## src/rtl/reset_seq_pkg.sv

```systemverilog
// Shared definitions for the reset sequencer: FSM state encoding and stage index width.
package reset_seq_pkg;

    localparam int STAGE_W = 4;

    typedef enum logic [2:0] {
        ST_HOLD     = 3'd0,
        ST_DELAY    = 3'd1,
        ST_WAIT_ACK = 3'd2,
        ST_DONE     = 3'd3,
        ST_ERR      = 3'd4
    } state_e;

endpackage : reset_seq_pkg

```

## src/rtl/seq_down_counter.sv

```systemverilog
// Loadable down-counter shared by the release delay and the ack timeout.
// Saturates at zero so a stalled enable never wraps around.
module seq_down_counter #(
    parameter int CNT_W = 8
) (
    input  logic             clkIn,
    input  logic             rstIn,
    input  logic             loadIn,
    input  logic [CNT_W-1:0] valueIn,
    input  logic             enIn,
    output logic             zeroOut
);

    logic [CNT_W-1:0] cnt_q;
    logic [CNT_W-1:0] cnt_d;

    always_comb begin
        cnt_d = cnt_q;
        if (loadIn) begin
            cnt_d = valueIn;
        end else if (enIn && (cnt_q != '0)) begin
            cnt_d = cnt_q - 1'b1;
        end
    end

    always_ff @(posedge clkIn) begin
        if (!rstIn) begin
            cnt_q <= '0;
        end else begin
            cnt_q <= cnt_d;
        end
    end

    assign zeroOut = (cnt_q == '0);

endmodule : seq_down_counter

```

## src/rtl/reset_sequencer.sv

```systemverilog
// Releases NUM_STAGES reset domains in index order, each DELAY_CYCLES after the previous ack,
// and re-asserts everything if a domain fails to acknowledge within ACK_TIMEOUT cycles.
module reset_sequencer
    import reset_seq_pkg::*;
#(
    parameter int   NUM_STAGES       = 4,
    parameter int   DELAY_CYCLES     = 16,
    parameter int   ACK_TIMEOUT      = 255,
    parameter int   CNT_W            = 8,
    parameter logic RST_OUT_POLARITY = 1'b1
) (
    input  logic                  clkIn,
    input  logic                  rstIn,
    input  logic                  swRstIn,
    input  logic [NUM_STAGES-1:0] ackIn,
    output logic [NUM_STAGES-1:0] rstOut,
    output logic [STAGE_W-1:0]    stageOut,
    output logic                  doneOut,
    output logic                  errOut,
    output state_e                dbgStateOut
);

    state_e                  state_q;
    logic [STAGE_W-1:0]      stage_q;
    logic [NUM_STAGES-1:0]   rel_q;
    logic                    done_q;
    logic                    err_q;

    logic                    ack_sel;
    logic [NUM_STAGES-1:0]   stage_onehot;
    logic                    is_last;
    logic                    sw_restart;

    logic                    cnt_load;
    logic                    cnt_en;
    logic [CNT_W-1:0]        cnt_value;
    logic                    cnt_zero;

    // Only the ack of the stage currently awaited is ever looked at.
    always_comb begin
        ack_sel      = 1'b0;
        stage_onehot = '0;
        for (int k = 0; k < NUM_STAGES; k++) begin
            if (stage_q == STAGE_W'(k)) begin
                ack_sel         = ackIn[k];
                stage_onehot[k] = 1'b1;
            end
        end
    end

    assign is_last    = (stage_q == STAGE_W'(NUM_STAGES - 1));
    assign sw_restart = swRstIn && (state_q != ST_HOLD);

    always_comb begin
        cnt_load  = 1'b0;
        cnt_en    = 1'b0;
        cnt_value = '0;
        if (sw_restart) begin
            cnt_load = 1'b1;
        end else begin
            case (state_q)
                ST_HOLD: begin
                    cnt_load  = 1'b1;
                    cnt_value = CNT_W'(DELAY_CYCLES - 1);
                end
                ST_DELAY: begin
                    if (cnt_zero) begin
                        cnt_load  = 1'b1;
                        cnt_value = CNT_W'(ACK_TIMEOUT - 1);
                    end else begin
                        cnt_en = 1'b1;
                    end
                end
                ST_WAIT_ACK: begin
                    if (ack_sel && !is_last) begin
                        cnt_load  = 1'b1;
                        cnt_value = CNT_W'(DELAY_CYCLES - 1);
                    end else begin
                        cnt_en = 1'b1;
                    end
                end
                default: begin
                    cnt_en = 1'b0;
                end
            endcase
        end
    end

    seq_down_counter #(
        .CNT_W (CNT_W)
    ) u_counter (
        .clkIn   (clkIn),
        .rstIn   (rstIn),
        .loadIn  (cnt_load),
        .valueIn (cnt_value),
        .enIn    (cnt_en),
        .zeroOut (cnt_zero)
    );

    // rstIn outranks the software request; a request seen in HOLD is a no-op.
    always_ff @(posedge clkIn) begin
        if (!rstIn || sw_restart) begin
            state_q <= ST_HOLD;
            stage_q <= '0;
            rel_q   <= '0;
            done_q  <= 1'b0;
            err_q   <= 1'b0;
        end else begin
            case (state_q)
                ST_HOLD: begin
                    state_q <= ST_DELAY;
                end
                ST_DELAY: begin
                    if (cnt_zero) begin
                        rel_q   <= rel_q | stage_onehot;
                        state_q <= ST_WAIT_ACK;
                    end
                end
                ST_WAIT_ACK: begin
                    if (ack_sel) begin
                        if (is_last) begin
                            done_q  <= 1'b1;
                            state_q <= ST_DONE;
                        end else begin
                            stage_q <= stage_q + 1'b1;
                            state_q <= ST_DELAY;
                        end
                    end else if (cnt_zero) begin
                        err_q   <= 1'b1;
                        rel_q   <= '0;
                        state_q <= ST_ERR;
                    end
                end
                ST_DONE, ST_ERR: begin
                    state_q <= state_q;
                end
                default: begin
                    state_q <= ST_HOLD;
                end
            endcase
        end
    end

    assign rstOut      = RST_OUT_POLARITY ? ~rel_q : rel_q;
    assign stageOut    = stage_q;
    assign doneOut     = done_q;
    assign errOut      = err_q;
    assign dbgStateOut = state_q;

endmodule : reset_sequencer
```

## config.mk

```make
export PLATFORM = sky130hd
export DESIGN_NAME = reset_sequencer
export DESIGN_NICKNAME = d
export VERILOG_FILES = /design/src/rtl/reset_seq_pkg.sv /design/src/rtl/seq_down_counter.sv /design/src/rtl/reset_sequencer.sv
export SDC_FILE = /design/constraint.sdc
export NUM_CORES = 1
export LEC_CHECK = 0
export CORE_UTILIZATION = 46
export CTS_CLUSTER_SIZE = 8
export DETAILED_ROUTE_END_ITERATION = 16
export MAX_ROUTING_LAYER = met4
export PLACE_DENSITY_LB_ADDON = 0.3
export REMOVE_ABC_BUFFERS = 1
export SYNTH_ARGS = -nofsm -noshare
export SYNTH_HDL_FRONTEND = slang
export SYNTH_HIERARCHICAL = 1
export SYNTH_SLANG_ARGS = --single-unit
```

## constraint.sdc

```tcl
create_clock -name clkIn -period 3.9 [get_ports clkIn]
set_input_delay 0.78 -clock clkIn [delete_from_list [all_inputs] [get_ports clkIn]]
set_output_delay 0.78 -clock clkIn [all_outputs]
set_load 0.05 [all_outputs]
```

After elaboration in Yosys (flattened, before gate mapping)
Index checks and enable logic that the tools add are counted. W data, S select, Z words.

Flip-flop bits (word level): 21. Input port bits: 7. Output and inout port bits: 13. Logic and storage cells: 74.

$add $sub $neg: 2. Eq/ne operators: 11. Mux-type cells: 31. Bitwise operators: 5. Reduce and logical (&&, ||, !) cells: 19.

Operators with widths (count): $mux W8 (4); $pmux W8 S3 (1); $mux W4 (4); $mux W1 (14); $pmux W3 S4 (1); $reduce_and A3 Y1 (4); $mux W3 (3); $eq A4 B2 Y1 const B (2); $logic_not A8 Y1 (1); $pmux W4 S2 (1); $reduce_bool A8 Y1 (1); $sub A8 B1 Y8 const B (1); $eq A3 B2 Y1 const B (2); $ne A2 B2 Y1 const B (3); $add A4 B1 Y4 const B (1); $eq A4 B1 Y1 const B (1); $logic_not A4 Y1 (1); $not A4 Y4 (1); $or A4 B4 Y4 (1); $reduce_and A4 Y1 (1); $reduce_bool A2 Y1 (2); $eq A3 B1 Y1 const B (1); $eq A3 B3 Y1 const B (1); $logic_and A1 B1 Y1 (3); other kinds (10) (13).

Depth between registers and ports, before layout
Word-level depth: 12. Depth in mapped cells: 11. Mapped depth without buffers: 11.

By module
Netlist, hierarchy kept.

By module, submodules not included: reset_sequencer (instances 1, cells an instance 96, area an instance 769.5 µm², sequential area each 260.2 µm²); seq_down_counter (instances 1, cells an instance 58, area an instance 508.0 µm², sequential area each 160.2 µm²).

Worst setup path before layout
OpenSTA, ideal clock, no wires.

Path type: reg-to-reg. Start point: register stage_q[0], in the netlist stageOut[0]. End point: register u_counter.cnt_q[7]. Library setup time: 0.124 ns. Arrival time: 2.826 ns. Required time: 3.776 ns. Setup slack: 0.949 ns. Cell stages (with the launch flop): 11. Buffers on the path: 0. Period minus slack after synthesis: 2.951 ns. Path through: dfxtp_1 inv_1 ha_1 a21oi_1 a211o_1 nand2_1 o21ai_0 or3b_2 nor3_1 mux2i_1 a21oi_1.

Word-level cells in the longest chain between the ends: 11. Elaborated cells between the ends (all ways): 19. Those cells by class: eq/ne (3); mux (11); reduce/logical (5).

Ends and longest elaborated chain: start: declaration (line reset_sequencer.sv:24) `logic [STAGE_W-1:0] stage_q;`; start signal: assignment (line reset_sequencer.sv:125) `stage_q <= stage_q + 1'b1;`; $logic_not A4 Y1 (line reset_sequencer.sv:44) `if (stage_q == STAGE_W'(k)) begin`; $mux W1 (4 in series) (line reset_sequencer.sv:44); $logic_and A1 B1 Y1 (*) (line reset_sequencer.sv:75) `if (ack_sel && !is_last) begin`; $mux W1 (*) (line reset_sequencer.sv:75); $pmux W1 S2 (*) (line reset_sequencer.sv:61) `case (state_q)`; $mux W1 (*) (line reset_sequencer.sv:58) `if (sw_restart) begin`; via cnt_en (line reset_sequencer.sv:35) `logic cnt_en;`; $logic_and A1 B1 Y1 (*) (line seq_down_counter.sv:21) `end else if (enIn && (cnt_q != '0)) begin`; $reduce_bool A2 Y1 (no line) (*); end signal: assignment (line seq_down_counter.sv:30) `cnt_q <= cnt_d;`; end: declaration (line seq_down_counter.sv:14) `logic [CNT_W-1:0] cnt_q;`.

Mark *: on every way through the listed nets, which the timed path passes. The rest lies on a longest branch. A chain may end at the register's enable or synchronous reset.

Worst setup path after layout
Start point: input ackIn[1]. End point: register u_counter.cnt_q[7].

Word-level cells in the longest chain between the ends: 9. Elaborated cells between the ends (all ways): 13. Those cells by class: mux (10); reduce/logical (3).

Ends and longest elaborated chain: start: declaration (line reset_sequencer.sv:15) `input logic [NUM_STAGES-1:0] ackIn,`; $mux W1 (3 in series) (line reset_sequencer.sv:44); $logic_and A1 B1 Y1 (line reset_sequencer.sv:75); $mux W1 (line reset_sequencer.sv:75); $pmux W1 S2 (line reset_sequencer.sv:61); $mux W1 (line reset_sequencer.sv:58); via cnt_en (line reset_sequencer.sv:35); $logic_and A1 B1 Y1 (line seq_down_counter.sv:21); $reduce_bool A2 Y1 (no line).

The timed path passes the listed nets, and every way through them passes these cells.

==> Flow_metrics.wiki <==
{| class="wikitable"
! Metric !! Value
|-
| Endpoint type of the worst setup path || flop
|-
| Leakage component of the power || 0.531 nW
|-
| Overall routed net length || 2950 um
|-
| Total negative setup slack || 0 ps
|-
| Slowest cell on crit path || or3b_2
|-
| Clock transition at the register clock pins on the worst setup and hold paths after CTS || 120 ps
|-
| Maximum root-to-sink buffer count || 2
|-
| Gr ovfl total || 0
|-
| RD Place Congestion || 0.860
|-
| Yosys warning total || 6
|-
| Sinks on the clock net || 21
|-
| Count of cell types in the netlist || 44
|-
| CP Cell Sequence || clkdlybuf4s50_1 -> a21oi_1 -> a211o_1 -> nand2_1 -> o21ai_0 -> buf_4 -> or3b_2 -> nor3_1 -> mux2i_1 -> a21oi_1
|-
| IR drop worst, VDD || 0.228 mV
|-
| Post-route setup slack || 947 ps
|-
| Post-cts gate resize count || 0
|-
| Clock root buffer master || clkbuf_4
|-
| Unrepaired setup endpoints after global routing || no
|-
| Cell repeated most along the worst path || a21oi_1
|-
| Final core utilization || 59.5%
|-
| Largest driver fanout on the critical path || 15
|-
| Maximum level of the CTS H-tree || 1
|-
| Die outline width || 54.7 um
|-
| Final clock skew || 0.653 ps
|-
| Reg2Reg Setup Slack || 1020 ps
|-
| I/O pin count || 20
|-
| Post-synthesis register bit count || 21
|-
| Number of failing hold endpoints at the final stage || 0
|-
| Crit path arrival time || 3150 ps
|-
| Total CTS buffers || 3
|-
| Die ar. || 2990 um2
|-
| Number of remaining DRC errors || 0
|-
| Antenna Nets Post-Route || 0
|-
| Summed instance area of the synthesized netlist || 1280 um2
|-
| Library cell occupying the most area in the post-synthesis netlist || dfxtp_1
|-
| Reported max-cap violation count || 0
|-
| Via Count || 1220
|-
| Number of nets in the layout || 186
|-
| Average cell area after synthesis || 8.30 um2
|-
| Placeable core region || 2540 um2
|-
| Layout Area Growth over Synthesis || 18.6%
|-
| Number of antenna violations at the first check in global routing || 0
|-
| Delay of the slowest cell on the worst path || 450 ps
|-
| Result of the run || finished clean
|-
| TritonCTS clock tree || built
|-
| Minimum hold slack || 491 ps
|-
| Worst-case setup slack after placement || 652 ps
|-
| Vias in the first global route || 1112
|-
| FP Rows || 18
|-
| Sequential cell area fraction in the yosys report || 32.9%
|-
| Worst relative slew slack || 54.1%
|-
| Type of the setup path with the least slack || in -> reg
|-
| Final max-slew violation count || 0
|-
| Number of port buffers || 19
|-
| Cell types occupying the most area after synthesis || dfxtp_1 (33%), ha_1 (5.9%), o21ai_0 (4.7%), a21oi_1 (4.3%), inv_1 (3.5%)
|-
| Worst Path Required || 4100 ps
|-
| Shortest period the worst path allows || 2950 ps
|-
| Clock latency at the later pin of the worst-skew pair || 310 ps
|-
| First-pass GRT wire length || 4680 um
|-
| Worst min-delay path category || reg -> reg
|-
| Total Routing Usage GR || 22.1%
|-
| Highest-count cells in the layout ignoring fill and taps || dfxtp_1 (21), clkdlybuf4s50_1 (19), inv_1 (12), o21ai_0 (12)
|-
| Vias per inst || 6.04
|-
| Number of design-rule violations left by the first detailed-router iteration || 17
|-
| Total power divided by cell area || 350 nW/um2
|-
| Maximum number of pins on one net before global-route repair || 16
|-
| Pre-antenna DRT Iters || 4
|-
| Vertical die dimension || 54.7 um
|-
| Most frequent standard cell in the layout excluding fill and tap cells || dfxtp_1
|-
| Initial standard-cell utilization of the core || 50.2%
|-
| Peak clock frequency supported by timing || 0.339 GHz
|-
| Total of endpoints with negative setup slack in the final report || 0
|-
| Number of diodes || 0
|-
| Number of buffers inserted to repair setup after CTS || 0
|-
| Share of layout cells above drive strength 1 || 7.56%
|-
| Kind of start point of the critical path || input pin
|-
| Dpl hpwl || 2120 um
|-
| Worst Tran Pin Value || 686 ps
|-
| Filler cells || 235
|-
| CTS Hold Bufs || 0
|-
| Share of the clock period used by the worst path after layout || 75.7%
|-
| Wire length per cell || 14.6 um
|-
| Fraction of post-synthesis cell area in the top cell type by area || 32.9%
|-
| Mapped Cells || 154
|}
## layout make-up
class / instances / area [um2] / share of cell area (%)
tap: 30 / 37.5 / 2.48
inverter: 12 / 45.0 / 2.97
clock inverter: 1 / 5.00 / 0.330
sequential: 21 / 420 / 27.7
clock buffer: 3 / 22.5 / 1.49
multi-input combinational: 114 / 779 / 51.4
timing repair buffer: 21 / 205 / 13.5
## report_power, final
group | switching, mW | leakage [nW] | internal (mW)
clock | 0.0703 | 0.0177 | 0.0383
sequential | 0.0222 | 0.171 | 0.229
combinational | 0.0968 | 0.342 | 0.0733
## path summary, 6_finish.rpt
kind,startpoint,to,depth (start not counted)
max reg2reg,stageOut[0],u_counter/cnt_q[7],11
min,errOut,errOut,2
min reg2reg,errOut,errOut,2
max,ackIn[1],u_counter/cnt_q[7],10
## synthesized netlist by cell type
| master | n |
|---|---|
| a211o_1 | 1 |
| a21oi_1 | 11 |
| a221o_1 | 1 |
| a22oi_1 | 1 |
| a31oi_1 | 6 |
| a41o_1 | 1 |
| a41oi_1 | 2 |
| and2_1 | 5 |
| and3_1 | 1 |
| buf_1 | 1 |
| buf_2 | 2 |
| buf_4 | 1 |
| clkbuf_1 | 3 |
| dfxtp_1 | 21 |
| ha_1 | 6 |
| inv_1 | 12 |
| mux2i_1 | 1 |
| nand2_1 | 5 |
| nand2b_1 | 2 |
| nand3_1 | 5 |
| nand3b_1 | 1 |
| nand4_1 | 5 |
| nand4bb_1 | 1 |
| nor2_1 | 11 |
| nor2b_1 | 4 |
| nor3_1 | 3 |
| nor3b_1 | 3 |
| nor4_1 | 1 |
| nor4b_2 | 1 |
| o2111a_1 | 1 |
| o211a_1 | 1 |
| o211ai_1 | 1 |
| o21a_1 | 1 |
| o21ai_0 | 12 |
| o31a_1 | 1 |
| o31ai_1 | 4 |
| o41ai_4 | 1 |
| or3_1 | 3 |
| or3b_2 | 2 |
| or4_1 | 2 |
| or4_2 | 1 |
| or4_4 | 1 |
| or4b_2 | 1 |
| xnor2_1 | 4 |
## critical path: cells and delay by family
| kind | cells | cell delay, ps |
|---|---|---|
| AOI/OAI and AO/OA | 4 | 820 |
| muxes | 1 | 210 |
| and+or+nand+nor | 3 | 780 |
| buffers and inverters | 2 | 560 |
## metrics by stage
stage               power [mW]  instance area [um2]  std cells
CTS                      0.531                 1520        202
finish                   0.530                 1520        202
detailed placement       0.425                 1490        198
floorplan                0.374                 1240        147
global route             0.558                 1520        202
global placement         0.417                 1490        198
## per-layer routing
metal,vias to the layer above,part of all wire (%),track usage [%]
li1,603,-,-
met1,579,45,25.2
met4,0,0.75,10.3
met2,34,49,38.0
met3,4,5.1,2.78
met5,-,0,-
## kinds of logic after synthesis
kind of cell / Yosys count / synth area share (%)
AO/OA/AOI/OAI: 45 / 24.2
XOR/XNOR: 4 / 2.74
adder cells (fa/ha/maj): 6 / 5.88
buffers and inverters: 19 / 6.07
flip-flops: 21 / 32.9
multiplexers: 1 / 0.784
AND/OR/NAND/NOR: 58 / 27.4
## registers in the layout, indices dropped and copies added, names as in the netlist
name             count
dbgStateOut          3
doneOut              1
errOut               1
rel_q                4
stageOut             4
u_counter/cnt_q      8
Power figures use the tool's default switching activity.
